## config.mk

```make
export PLATFORM = sky130hd
export DESIGN_NAME = vga_timing_gen
export DESIGN_NICKNAME = d
export VERILOG_FILES = /design/src/rtl/vga_timing_gen.sv
export SDC_FILE = /design/constraint.sdc
export NUM_CORES = 1
export LEC_CHECK = 0
export BUFFER_PORTS_ARGS = -buffer_cell sky130_fd_sc_hd__buf_4
export CORE_ASPECT_RATIO = 0.75
export CORE_MARGIN = 5
export CORE_UTILIZATION = 30
export DETAILED_ROUTE_END_ITERATION = 12
export HOLD_SLACK_MARGIN = 0.15
export PLACE_DENSITY = 0.53
export SYNTH_ARGS = -nofsm -noshare
export SYNTH_HDL_FRONTEND = slang
export SYNTH_SLANG_ARGS = --single-unit
```

## constraint.sdc

```tcl
create_clock -name clk_in -period 3.2 [get_ports clk_in]
set_clock_uncertainty 0.2 [all_clocks]
set_input_delay 0.32 -clock clk_in [delete_from_list [all_inputs] [get_ports clk_in]]
set_output_delay 0.32 -clock clk_in [all_outputs]
set_load 0.03 [all_outputs]
```

## src/rtl/vga_timing_gen.sv

```systemverilog
// VGA raster timing generator: pixel-rate divider, h/v counters and a registered
// decode stage producing position, active flag, sync pulses and frame strobes.
module vga_timing_gen #(
  parameter int H_ACTIVE = 640,
  parameter int H_FP     = 16,
  parameter int H_SYNC   = 96,
  parameter int H_BP     = 48,
  parameter int V_ACTIVE = 480,
  parameter int V_FP     = 10,
  parameter int V_SYNC   = 2,
  parameter int V_BP     = 33,
  parameter int CLK_DIV  = 2
) (
  input  logic       clk_in,
  input  logic       i_rst,
  output logic       o_pix_stb,
  output logic [9:0] o_x,
  output logic [8:0] o_y,
  output logic       o_active,
  output logic       o_hs,
  output logic       o_vs,
  output logic       o_frame_start,
  output logic       o_animate
);

  localparam int H_TOTAL = H_ACTIVE + H_FP + H_SYNC + H_BP;
  localparam int V_TOTAL = V_ACTIVE + V_FP + V_SYNC + V_BP;

  localparam logic [9:0] H_LAST   = 10'(H_TOTAL - 1);
  localparam logic [9:0] V_LAST   = 10'(V_TOTAL - 1);
  localparam logic [9:0] H_ACT    = 10'(H_ACTIVE);
  localparam logic [9:0] V_ACT    = 10'(V_ACTIVE);
  localparam logic [9:0] HS_BEG   = 10'(H_ACTIVE + H_FP);
  localparam logic [9:0] HS_END   = 10'(H_ACTIVE + H_FP + H_SYNC);
  localparam logic [9:0] VS_BEG   = 10'(V_ACTIVE + V_FP);
  localparam logic [9:0] VS_END   = 10'(V_ACTIVE + V_FP + V_SYNC);
  localparam logic [9:0] X_MAX    = 10'(H_ACTIVE - 1);
  localparam logic [8:0] Y_MAX    = 9'(V_ACTIVE - 1);

  logic       stb;
  logic [9:0] h_cnt_reg, h_cnt_next;
  logic [9:0] v_cnt_reg, v_cnt_next;
  // Set on the edge that moved the counters, so the decode of the new pair
  // and its o_pix_stb leave the output registers on the same edge.
  logic       adv_reg;

  logic       active_next, hs_next, vs_next, frame_start_next, animate_next;
  logic [9:0] x_next;
  logic [8:0] y_next;

  generate
    if (CLK_DIV == 1) begin : g_no_div
      assign stb = 1'b1;
    end else begin : g_div
      localparam int DIV_W = $clog2(CLK_DIV);
      localparam logic [DIV_W-1:0] DIV_LAST = DIV_W'(CLK_DIV - 1);

      logic [DIV_W-1:0] div_reg, div_next;

      always_comb begin
        div_next = div_reg + DIV_W'(1);
        if (div_reg == DIV_LAST) begin
          div_next = '0;
        end
      end

      always_ff @(posedge clk_in or negedge i_rst) begin
        if (!i_rst) begin
          div_reg <= '0;
        end else begin
          div_reg <= div_next;
        end
      end

      assign stb = (div_reg == DIV_LAST);
    end
  endgenerate

  always_comb begin
    h_cnt_next = h_cnt_reg;
    v_cnt_next = v_cnt_reg;
    if (stb) begin
      if (h_cnt_reg == H_LAST) begin
        h_cnt_next = '0;
        v_cnt_next = (v_cnt_reg == V_LAST) ? 10'd0 : v_cnt_reg + 10'd1;
      end else begin
        h_cnt_next = h_cnt_reg + 10'd1;
      end
    end
  end

  always_comb begin
    active_next      = (h_cnt_reg < H_ACT) && (v_cnt_reg < V_ACT);
    hs_next          = !((h_cnt_reg >= HS_BEG) && (h_cnt_reg < HS_END));
    vs_next          = !((v_cnt_reg >= VS_BEG) && (v_cnt_reg < VS_END));
    x_next           = (h_cnt_reg < H_ACT) ? h_cnt_reg : X_MAX;
    y_next           = (v_cnt_reg < V_ACT) ? v_cnt_reg[8:0] : Y_MAX;
    frame_start_next = adv_reg && (h_cnt_reg == 10'd0) && (v_cnt_reg == 10'd0);
    animate_next     = adv_reg && (h_cnt_reg == 10'd0) && (v_cnt_reg == V_ACT);
  end

  always_ff @(posedge clk_in or negedge i_rst) begin
    if (!i_rst) begin
      h_cnt_reg     <= '0;
      v_cnt_reg     <= '0;
      adv_reg       <= 1'b0;
      o_pix_stb     <= 1'b0;
      o_x           <= '0;
      o_y           <= '0;
      o_active      <= 1'b0;
      o_hs          <= 1'b1;
      o_vs          <= 1'b1;
      o_frame_start <= 1'b0;
      o_animate     <= 1'b0;
    end else begin
      h_cnt_reg     <= h_cnt_next;
      v_cnt_reg     <= v_cnt_next;
      adv_reg       <= stb;
      o_pix_stb     <= adv_reg;
      o_x           <= x_next;
      o_y           <= y_next;
      o_active      <= active_next;
      o_hs          <= hs_next;
      o_vs          <= vs_next;
      o_frame_start <= frame_start_next;
      o_animate     <= animate_next;
    end
  end

endmodule
```

* Word level (Yosys, flattened, before mapping)
Cells that the tools add are included.
** Storage, ports and cells
- Memories kept :: 0
- Output and inout port bits :: 25
- Memory bits (read-only) :: 0
- Register bits :: 47
- Latch bits :: 0
- Memory bits (writable) :: 0
- Word-level logic and storage cells :: 40
** Operators by class
- $add $sub $neg :: 3
- Equal/unequal tests :: 3
- Div/mod/pow operators :: 0
- Reductions and logical operators :: 11
- Shift operators :: 0
- $lt $le $gt $ge :: 6
- Bitwise gates (word level) :: 0
- $mul :: 0
- Muxes and demuxes :: 5
** Operators by type and width (count)
- 10-bit two-way mux :: 3
- 10-bit by 1-bit adder with 10-bit output (second input constant) :: 2
- 10-bit equality test (second input constant) :: 2
- 10-bit logical NOT :: 2
- 10-bit < comparator (second input constant) :: 2
- 10-bit by 9-bit < comparator with 1-bit output (second input constant) :: 2
- 10-bit by 9-bit equality test with 1-bit output (second input constant) :: 1
- 10-bit greater-or-equal comparator (second input constant) :: 1
- 10-bit by 9-bit greater-or-equal comparator with 1-bit output (second input constant) :: 1
- 9-bit two-way mux :: 1
- 1-bit logical AND :: 6
- 1-bit logical NOT :: 2
- 2-bit AND reduction :: 1
- 1-bit adder (second input constant) :: 1
- 1-bit two-way mux :: 1

* Logic depth before layout (Yosys ltp)
- Word-level depth :: 3
- Mapped depth :: 6
- Depth with buffers taken out :: 6

* Worst setup path before layout
Ideal clock, no wire load.
- Path type :: register -> register
- Start point :: reg h_cnt_reg[5]
- End point :: reg v_cnt_reg[9]
- Stages on the path, launching flop included :: 7
- Required time :: 2.923 ns
- Arrival time :: 2.213 ns
- Clock period less this slack :: 2.491 ns
- Path slack :: 0.709 ns
- Cell sequence :: dfrtp_1 > buf_6 > or4b_1 > buf_2 > or4b_4 > or4_1 > a21oi_1
** Between the ends
- Cells in the longest elaborated chain, start to end :: 2
** RTL lines
- from (decl) :: line 41 : logic [9:0] h_cnt_reg, h_cnt_next;
- from (signal assigned) :: line 116 : h_cnt_reg <= h_cnt_next;
- 10-bit equality test :: line 83 : if (h_cnt_reg == H_LAST) begin
- 2-bit AND reduction (no source line)
- to (signal assigned) :: line 117 : v_cnt_reg <= v_cnt_next;
- to (decl) :: line 42 : logic [9:0] v_cnt_reg, v_cnt_next;
Every way passes these cells.
A chain may end at the register's enable or synchronous reset.

* Final worst setup path
Ends and elaborated chain as after synthesis.

==> qor.yml <==
drt:
  wl_met1_um: 1940
  avgRoutedWirePerCell_um: 13.1
  vias: 1311
  drtIter0Drc: 82
  top_layer_used: "met4"
  via_per_inst: 4.65
  wl_met2_um: 1510
  postRouteAntennaNets: 0
  drc_errors: 0
  routed_wl_um: 3690
  drt_first_pass_iters: 4
  wl_met3_um: 187
worst_setup_path:
  crit_path_end_kind: "flip-flop"
  critPathRequiredTime_ps: 3220
  cp_max_fo: 8
  crit_arrival_ps: 2630
  worst-setup-path-type: "reg2reg"
  crit_path_start_kind: "flip-flop"
clock_network:
  h-tree-depth: 2
  cts.repair.resized: 0
  cts_buffer_depth: 2
  insertion_delay_ps: 300
  clk_pin_slew_worst_paths_ps: 90
  ctsRootBufferMaster: "clkbuf_8"
  cts_sinks: 47
  cts_tree: "built"
  cts-buffers-inserted: 5
synthesis:
  yosys_warnings: 0
  seq_area_frac_synth_pct: 61.0
  synth_seq_cells: 47
  avgSynthCellArea_um2: 11.4
  syn_area_um2: 1930
  syn_inst: 170
  synth_nets: 177
  synth_cell_types: 36
flow_run:
  cap_violations: 0
die:
  core_area_um2: 6290
  rows: 25
  io_pins: 27
  die_area_um2: 8160
  die_x_um: 103
  die_h_um: 79.5
  start_util_pct: 30.7
layout:
  nNetsFinal: 207
  fillers: 615
  utilization_pct: 36.8
  multi_input_area_um2: 694
  area_growth_pct: 19.9
  register_area_um2: 1180
  diodes: 0
  drive_gt1_share_pct: 21.4
grt:
  grt_pass1_vias: 1238
  overflow: 0
  grt_pass1_wl_um: 6180
  grt_max_degree: 48
  track_usage_pct: 9.64
  antenna_found_initial: 0
timing:
  timing.final.crit_period_ps: 2610
  rsz0062_at_grt: "false"
  setup_viol: 0
  slew_headroom_pct: 37.8
  final_hold_viol_count: 0
  tightest_slew_ps: 923
  max_freq_mhz: 383
  fin_crit_sh_pct: 81.5
  setup_ws_ps: 591
  fin_setup_tns_ps: 0
  slew_viol_final: 0
hold_path:
  min-delay-path-class: "reg2reg"
status:
  status: "finished, final reports clean"
pwr:
  ir_drop_v: 0.000153
  p_per_area_nw_per_um2: 425
  leakage_nw: 1.12
placed_design:
  gp_congestion: 0.770
  hpwlAfterDp_um: 2610
  io_buffer_count: 26
  dp_worst_setup_slack_ps: 647
[layout by cell type (no fill, tap or decap), types with 5 or more instances in the layout]
cell type  count
o21ai_0        8
nor2_1         7
ha_1           5
buf_4         27
nand2b_1       6
nand3_1       10
dfrtp_1       45
nor4_1         5
inv_1          8
clkbuf_8       6
nand2_1       17
xor2_1         6
[cells by family (layout without fill, tap and decap cells)]
kind of cell	count (synthesis)	after routing	share of synthesized area, %
AO/OA/AOI/OAI	21	21	7.06
XOR/XNOR	10	10	4.53
adder cells (fa/ha/maj)	5	5	3.24
buffers and inverters	13	44	3.04
flip-flops	47	47	61.0
AND/OR/NAND/NOR	74	74	21.1
[timing repair]
item,CTS,global route
buffers inserted,0,0
hold buffers,1,0
hold endpoints to repair,45,0
[stage by stage]
stage / area [um^2] / instances / hold WS (ps) / power [mW]
floorplan: 1930 / 170 / -176 / 0.605
global placement: 2210 / 273 / 167 / 0.618
detailed placement: 2210 / 273 / 168 / 0.618
CTS: 2320 / 282 / 203 / 1.00
global route: 2320 / 282 / 229 / 1.03
finish: 2320 / 282 / 196 / 0.985
[worst max-delay path, cell delays in order (launching register included)]
cell and delay, ps:
dfrtp_1 480, or4b_1 670, or4b_4 540, or4_1 480, a21oi_1 160
[Yosys cell counts]
| library cell | instances | area (um^2) |
|---|---|---|
| buf_6 | 1 | 11.3 |
| o2111ai_1 | 1 | 8.76 |
| nor2b_1 | 3 | 18.8 |
| nand4_1 | 4 | 25.0 |
| nor3b_1 | 3 | 22.5 |
| nand3_1 | 10 | 50.1 |
| o31ai_1 | 2 | 15.0 |
| and3_1 | 2 | 12.5 |
| ha_1 | 5 | 62.6 |
| buf_2 | 2 | 10.0 |
| clkbuf_1 | 2 | 7.51 |
| xnor2_1 | 4 | 35.0 |
| nand4b_1 | 1 | 8.76 |
| and2_1 | 3 | 18.8 |
| o21a_1 | 1 | 7.51 |
| or4b_4 | 1 | 13.8 |
| nor4_1 | 5 | 31.3 |
| or4_1 | 1 | 7.51 |
| o311ai_0 | 2 | 17.5 |
| or4b_1 | 1 | 10.0 |
| xor2_1 | 6 | 52.6 |
| nor3_1 | 4 | 20.0 |
| o21ba_2 | 1 | 10.0 |
| or2_2 | 3 | 18.8 |
| a32o_1 | 1 | 10.0 |
| dfrtp_1 | 45 | 1130 |
| or3_1 | 2 | 12.5 |
| o21ai_0 | 8 | 40.0 |
| a21o_1 | 1 | 7.51 |
| dfstp_2 | 2 | 52.6 |
| a21oi_1 | 4 | 20.0 |
| nor2_1 | 7 | 26.3 |
| or4b_2 | 1 | 10.0 |
| nand2b_1 | 6 | 37.5 |
| nand2_1 | 17 | 63.8 |
| inv_1 | 8 | 30.0 |
[report_power, final]
group	switching (mW)	leakage [nW]	total [mW]	internal, mW
Clock	0.202	0.0474	0.378	0.176
Combinational	0.0112	0.452	0.0128	0.00161
Sequential	0	0.616	0.593	0.593
[routing by layer]
layer  up-vias  track usage [%]
met5         -                0
met4         0             3.15
met3         5             1.83
met2        31             13.5
met1       630             14.7
li1        645                -
[layout make-up]
type                       instances  share of cell area (%)
tap                               81                    4.38
multi-input combinational        110                    30.0
inverter                           8                    1.30
sequential                        47                    50.9
clock inverter                     2                   0.702
timing repair buffer              28                    9.18
clock buffer                       6                    3.57
[path summary, 6_finish.rpt]
path | depth (start not counted) | end | from | slack [ps]
min in group asynchronous | 2 | o_x[8] | i_rst | 360
max | 4 | v_cnt_reg[9] | h_cnt_reg[5] | 590
min reg2reg | 0 | o_pix_stb | adv_reg | 200
max in group asynchronous | 2 | v_cnt_reg[9] | i_rst | 2040
min | 0 | o_pix_stb | adv_reg | 200
max reg2reg | 4 | v_cnt_reg[9] | h_cnt_reg[5] | 590
Power figures use the tool's default switching activity.
